==> src/rtl/apb_master_arbiter.sv <==
// rtl/apb_master_arbiter.sv - round-robin arbiter sharing one APB master port among NUM_REQ requesters
module apb_master_arbiter #(
  parameter int NUM_REQ    = 2,
  parameter int ADDR_WIDTH = 32,
  parameter int DATA_WIDTH = 32,
  parameter int TIMEOUT    = 16
) (
  input  logic                          clk,
  input  logic                          reset,
  input  logic [NUM_REQ-1:0]            req,
  input  logic [NUM_REQ-1:0]            req_rw,
  input  logic [NUM_REQ*ADDR_WIDTH-1:0] req_addr,
  input  logic [NUM_REQ*DATA_WIDTH-1:0] req_wdata,
  output logic [NUM_REQ-1:0]            done,
  output logic [DATA_WIDTH-1:0]         rdata,
  output logic                          err,
  output logic                          apb_psel,
  output logic                          apb_enab,
  output logic                          apb_rw,
  output logic [ADDR_WIDTH-1:0]         apb_addr,
  output logic [DATA_WIDTH-1:0]         apb_datai,
  input  logic [DATA_WIDTH-1:0]         apb_datao,
  input  logic                          apb_ack
);

  localparam int IW = (NUM_REQ > 1) ? $clog2(NUM_REQ) : 1;
  localparam int CW = $clog2(TIMEOUT + 1);

  localparam logic [1:0] S_IDLE   = 2'd0;
  localparam logic [1:0] S_SETUP  = 2'd1;
  localparam logic [1:0] S_ACCESS = 2'd2;
  localparam logic [1:0] S_RESP   = 2'd3;

  logic [1:0]    state;
  logic [IW-1:0] ptr;
  logic [IW-1:0] gnt_idx;
  logic [CW-1:0] tmo_cnt;

  logic          found;
  logic [IW-1:0] win;
  logic [IW-1:0] cand;
  logic [IW-1:0] nxt_ptr;

  // Candidate index ptr+k folded back into 0..NUM_REQ-1 (k < NUM_REQ, so one subtract suffices).
  function automatic int wrap_idx(input int v);
    return (v >= NUM_REQ) ? v - NUM_REQ : v;
  endfunction

  // Round-robin search starting at the pointer; first set req bit wins.
  always_comb begin
    found = 1'b0;
    win   = '0;
    cand  = '0;
    for (int k = 0; k < NUM_REQ; k++) begin
      cand = IW'(wrap_idx(int'(ptr) + k));
      if (!found && req[cand]) begin
        found = 1'b1;
        win   = cand;
      end
    end
    nxt_ptr = (win == IW'(NUM_REQ - 1)) ? '0 : win + IW'(1);
  end

  // Transfer sequencer: arbitration, APB phases, timeout and completion, all outputs registered.
  always_ff @(posedge clk or posedge reset) begin
    if (reset) begin
      state     <= S_IDLE;
      ptr       <= '0;
      gnt_idx   <= '0;
      tmo_cnt   <= '0;
      done      <= '0;
      rdata     <= '0;
      err       <= 1'b0;
      apb_psel  <= 1'b0;
      apb_enab  <= 1'b0;
      apb_rw    <= 1'b0;
      apb_addr  <= '0;
      apb_datai <= '0;
    end else begin
      case (state)
        S_IDLE: begin
          if (found) begin
            gnt_idx   <= win;
            ptr       <= nxt_ptr;
            apb_rw    <= req_rw[win];
            apb_addr  <= req_addr[win*ADDR_WIDTH +: ADDR_WIDTH];
            apb_datai <= req_wdata[win*DATA_WIDTH +: DATA_WIDTH];
            apb_psel  <= 1'b1;
            state     <= S_SETUP;
          end
        end
        S_SETUP: begin
          apb_enab <= 1'b1;
          tmo_cnt  <= '0;
          state    <= S_ACCESS;
        end
        S_ACCESS: begin
          // A slave ack in the same cycle the count runs out still completes cleanly.
          if (apb_ack) begin
            if (!apb_rw) begin
              rdata <= apb_datao;
            end
            err      <= 1'b0;
            done     <= NUM_REQ'(1) << gnt_idx;
            apb_psel <= 1'b0;
            apb_enab <= 1'b0;
            state    <= S_RESP;
          end else if (tmo_cnt == CW'(TIMEOUT)) begin
            err      <= 1'b1;
            done     <= NUM_REQ'(1) << gnt_idx;
            apb_psel <= 1'b0;
            apb_enab <= 1'b0;
            state    <= S_RESP;
          end else begin
            tmo_cnt <= tmo_cnt + CW'(1);
          end
        end
        default: begin
          done  <= '0;
          err   <= 1'b0;
          state <= S_IDLE;
        end
      endcase
    end
  end

endmodule

==> config.mk <==
export PLATFORM = sky130hd
export DESIGN_NAME = apb_master_arbiter
export DESIGN_NICKNAME = d
export VERILOG_FILES = /design/src/rtl/apb_master_arbiter.sv
export SDC_FILE = /design/constraint.sdc
export NUM_CORES = 1
export LEC_CHECK = 0
export CAP_MARGIN = 10
export CORE_MARGIN = 3
export CORE_UTILIZATION = 35
export DETAILED_ROUTE_END_ITERATION = 8
export GPL_TIMING_DRIVEN = 1
export PLACE_DENSITY = 0.77
export SYNTH_ARGS = -nofsm -noshare
export SYNTH_HDL_FRONTEND = slang
export SYNTH_SLANG_ARGS = --single-unit
==> constraint.sdc <==
create_clock -name clk -period 3.5 [get_ports clk]
set_clock_uncertainty 0.2 [all_clocks]
set_input_delay 0.7 -clock clk [delete_from_list [all_inputs] [get_ports clk]]
set_output_delay 0.7 -clock clk [all_outputs]
set_load 0.02 [all_outputs]
==> results of run 1 <==
[per-layer routing]
metal | global-route usage | vias to the layer above
met2 | 0.308 | 192
met3 | 0.0531 | 17
met5 | 0 | -
met1 | 0.219 | 1979
met4 | 0.0554 | 0
li1 | - | 1893
[state kept, by name, summed over array words and instances, names as in the netlist]
name and cells:
apb_addr 32, apb_datai 32, rdata 32, tmo_cnt 5, done 2, state 2, apb_enab 1, apb_psel 1
apb_rw 1, err 1, gnt_idx 1, ptr 1
[through the flow]
stage	power (uW)	hold WS, ns	instances	util	instance area (um^2)
floorplan	4250	0.272	367	-	4870
CTS	7100	0.309	807	0.599	8020
detailed placement	5940	0.292	791	0.573	7680
global route	7440	0.316	807	0.599	8020
global placement	5830	0.286	791	0.573	7680
finish	7020	0.303	807	0.599	8020
[cell type report]
class / count / area, um^2
sequential: 111 / 2780
multi-input combinational: 217 / 1870
inverter: 11 / 45.0
fill: 1083 / 5380
timing repair buffer: 276 / 2770
clock inverter: 4 / 76.3
clock buffer: 12 / 267
tap: 176 / 220
[cells in the final DEF, fill, tap and decap left out, drive strengths merged, types with 3 or more instances in the layout]
| cell type | count |
|---|---|
| a21o | 3 |
| a21oi | 4 |
| a221o | 65 |
| and2 | 65 |
| buf | 8 |
| clkbuf | 12 |
| clkdlybuf4s50 | 268 |
| dfrtp | 111 |
| ha | 5 |
| inv | 10 |
| mux2 | 33 |
| nand2 | 6 |
| nor2 | 3 |
| nor2b | 3 |
| o21ai | 5 |
[kinds of logic (layout without fill, tap and decap cells)]
family | count (synthesis) | count (layout)
adders and majority gates | 5 | 5
and+or+nand+nor | 89 | 89
AOI/OAI and AO/OA | 90 | 90
muxes | 33 | 33
DFF | 111 | 111
buffers and inverters | 39 | 303
[power breakdown]
group / internal, uW / switching (uW)
logic: 1930 / 1740
clock network: 687 / 441
registers: 1890 / 329
total: 4510 / 2510
[worst max path at each step]
stage / endpoint / depth (start not counted)
2_1_floorplan: apb_addr[0] / 1
3_3_place_gp: apb_psel / 5
3_5_place_dp: apb_addr[10] / 5
4_1_cts: apb_datai[4] / 5
5_1_grt: apb_datai[4] / 5
6_report: apb_datai[4] / 5
==> flow_summary.toml, run 1 <==
[outcome]
status = "completed"

[clock_network]
postCtsSetupRepairBufs = 0
cts_buffers = 9
cts.sinks = 111
path_clk_slew_ns = 0.07
cts_resized = 0
cts_tree = "yes"
cts.root.buffer_cell = "clkbuf_16"
clk_latency_ns = 0.33
htreeDepth = 3
postCtsHoldBufs = 0
cts_buffer_depth = 2

[routing]
drt-met1-wl_um = 5840
wl_met3_um = 1360
wl_met2_um = 7100
drtPass1Iterations = 4
maxUsedRoutingLayer = "met4"
vias = 4081
initialDrtViolationCount = 233
wl_per_cell_um = 18.0
antenna_left = 0
viasPerCell = 5.06
drt-total-wl_um = 14500
drc = 0

[global_route]
grt_pass1_vias = 4287
grt_overflow = 0
grt.total_usage = 0.180
grt_max_degree = 58
grt_pass1_wl_um = 21700
antenna_found_initial = 0

[die]
start_util = 0.363
fp.coreArea_um2 = 13400
boundaryPins = 269
die_y_um = 124
die_area_um2 = 15300
row_count = 42
fp.dieW_um = 124

[hold_path]
hp-class = "reg2reg"
min_to = "rdata[5]"
holdPathStages = 1
min_from = "rdata[5]"

[yosys]
synth_area_leaders = "dfrtp_1 (57%), a221o_1 (13%), mux2_2 (7.4%)"
synth.largest_area_cell = "dfrtp_1"
synth_top_family_by_area = "compound AO/OA/AOI/OAI gates"
ys_warn_count = 0
synth_commonest_cells = "dfrtp_1 (111), a221o_1 (65), and2_1 (53)"
ys_ff_latch = 111
yosysUniqueCellTypes = 40
synthArstFlopShare = 1.00
synthAdderAreaFrac = 0.0129
yosysMostFrequentCell = "dfrtp_1"
synth_area_per_cell_um2 = 13.2
synthFlopType = "dfrtp_1"
synth_edf_count = 0
yosysSeqAreaShare = 0.571
synth_fp_nets = 539
yosys.area_share.xor_xnor = 0
synth_top_area_frac = 0.571
synth_cells = 367
synth_area_um2 = 4860
synthSimpleGateAreaFrac = 0.116
synth_compound_area_frac = 0.174
muxShareOfSynthArea = 0.0764

[pwr]
leakage_uw = 0.00333
power_density_nw_per_um2 = 875
peakVddDrop_mv = 0.402

[timing]
worst_slew_pin_slew_ns = 0.712
relSlewSlack = 0.525
maxSlewViolCount = 0
hold_viol = 0
finalSetupViolCount = 0
grt_setup_unrepaired = "false"
setup_tns_ns = 0
fin_ws_ns = 1.12
fmax_mhz = 420
fin_crit_ns = 2.38
finalCritPeriodShare = 0.680

[worst_setup_path]
cp.arrival_ns = 2.45
cp.required_ns = 3.57
critPathCaptureType = "register"
path_cells = "clkdlybuf4s50_1, o21ai_4, buf_12, and2_1, a221o_1"
critPathLaunchType = "input port"
reg2reg_slack_ns = 1.25
r2r_cells = 6
reg2reg_from = "state[0]"
crit_buf_inv = 2
crit_slowest_cell = "o21ai_4"
path_class = "in2reg"
critical-path-top-delay-family = "buffers and inverters"
crit_path_max_fanout = 44
critPathMaxStageDelay_ns = 0.62
timing.critical_path.from = "req[1]"
r2r-end = "apb_datai[25]"

[placement]
place_hpwl_um = 10900
routabilityCongestion = 0.718
place_ws_ns = 0.746
port_buffers = 268

[cells_and_area]
areaGrowthSynthToFinish_pct = 65.0
drive_gt1_frac = 0.103
layout.nets = 798
antennaDiodeCount = 0

[flow_run]
maxCapViolCount = 0
No activity file was read; power rests on OpenSTA's default activity.
==> run 2: changes to the inputs <==
Settings changed: CORE_UTILIZATION 35 to 39, PLACE_DENSITY 0.77 to 0.81.
Clock period 3.5 ns to 2.33 ns, I/O delays scaled along.
==> run 2 against run 1 <==
Compared with the run above: critical path depth decreased by 4; first-iteration DRC count rose by 1.3%; setup slack got worse by 0.85 ns; clock-buffer cell count shrank 1; final cell count fell by 0.62%; cell area grew 0.28%; critical endpoint is now apb_rw; highest routed layer unchanged.
==> flow_summary.toml, run 2 (synthesized netlist as in run 1, its figures left out) <==
[worst_setup_path]
path_class = "reg2out"
r2r-end = "apb_datai[29]"
cp.arrival_ns = 1.40
critPathLaunchType = "register"
cp.required_ns = 1.66
reg2reg_from = "state[0]"
crit_slowest_cell = "clkdlybuf4s50_1"
critPathCaptureType = "primary output"
critical-path-top-delay-family = "buffers and inverters"
r2r_cells = 6
reg2reg_slack_ns = 0.28
path_cells = "clkdlybuf4s50_1"
crit_path_max_fanout = 3
crit_buf_inv = 1
critPathMaxStageDelay_ns = 0.64

[global_route]
antenna_found_initial = 0
grt.total_usage = 0.218
grt_pass1_vias = 4614
grt_pass1_wl_um = 24400
grt_max_degree = 60
grt_overflow = 0

[placement]
routabilityCongestion = 0.765
place_hpwl_um = 11400
port_buffers = 268

[timing]
finalSetupViolCount = 0
worst_slew_pin_slew_ns = 0.452
fin_crit_ns = 2.06
relSlewSlack = 0.698
hold_ws_ns = 0.305
finalCritPeriodShare = 0.885
hold_viol = 0
maxSlewViolCount = 0
setup_tns_ns = 0
fmax_mhz = 485
grt_setup_unrepaired = "false"

[cells_and_area]
antennaDiodeCount = 0
layout_commonest_cell = "clkdlybuf4s50_1"
layout.nets = 802
biggestRegsByFlops = "apb_addr (32), apb_datai (32), rdata (32)"
areaGrowthSynthToFinish_pct = 65.4
fin_util = 0.664
fill_cells = 932
final_cell_mix = "clkdlybuf4s50_1 (268), dfrtp_1 (111), a221o_1 (65)"
drive_gt1_frac = 0.107

[clock_network]
postCtsHoldBufs = 0
cts_buffer_depth = 2
cts.root.buffer_cell = "clkbuf_16"
cts_resized = 0
path_clk_slew_ns = 0.07
cts_buffers = 9
cts.sinks = 111
cts_tree = "yes"
postCtsSetupRepairBufs = 0
htreeDepth = 3
clk_latency_ns = 0.33

[routing]
wl_per_cell_um = 19.0
antenna_left = 0
drtPass1Iterations = 4
vias = 4173
viasPerCell = 5.20
drc = 0
initialDrtViolationCount = 236
drt-total-wl_um = 15200

[die]
row_count = 40
die_area_um2 = 13800
start_util = 0.401
boundaryPins = 269
die_y_um = 118
fp.dieW_um = 118
fp.coreArea_um2 = 12100

[pwr]
peakVddDrop_mv = 0.639
power_density_nw_per_um2 = 1300
leakage_uw = 0.00335

[hold_path]
hp-class = "reg2reg"
holdPathStages = 1
min_to = "rdata[26]"
min_from = "rdata[26]"

[flow_run]
maxCapViolCount = 0

[outcome]
status = "completed"
[run 2: layout make-up]
| class | instances | area [um^2] | share of cell area |
|---|---|---|---|
| multi-input cells | 217 | 1870 | 0.232 |
| clock buffers | 11 | 253 | 0.0314 |
| inverters | 11 | 45.0 | 0.00560 |
| clock inverters | 4 | 30.0 | 0.00373 |
| well taps | 168 | 210 | 0.0261 |
| repair buffers | 280 | 2860 | 0.356 |
| flip-flops and latches | 111 | 2780 | 0.345 |
[run 2: routing by layer]
layer  track usage  vias to the layer above  wire length, um
met1         0.264                     2029             6060
met3        0.0533                       25             1200
met2         0.381                      228             7640
li1              -                     1891                -
met4        0.0725                        0              354
met5             0                        -                0
[run 2: worst max path at each step]
stage                          endpoint  depth (start not counted)  slack (ns)      from
after floorplan             apb_addr[0]                          1        0.32     reset
after global placement      apb_addr[0]                          5        0.14    req[1]
after detailed placement  apb_datai[29]                          5        0.08    req[1]
after CTS                        apb_rw                          1        0.24    apb_rw
after global routing      apb_datai[29]                          6        0.18  state[0]
final                            apb_rw                          1        0.27    apb_rw
[run 2: stage by stage]
stage                     cells  worst slack, ns  power [uW]  instance area [um^2]
after global routing        802            0.176       11000                  8040
after floorplan             367            0.321        6380                  4870
after detailed placement    787           0.0800        9020                  7760
after global placement      787            0.137        8830                  7760
final                       802            0.269       10400                  8040
after CTS                   802            0.242       10500                  8040
[run 2: power by group]
part / switching (uW) / internal, uW / leakage [uW]
Combinational: 2640 / 2980 / 0.00184
Sequential: 513 / 2840 / 0.00137
Clock: 681 / 783 / 0.000138
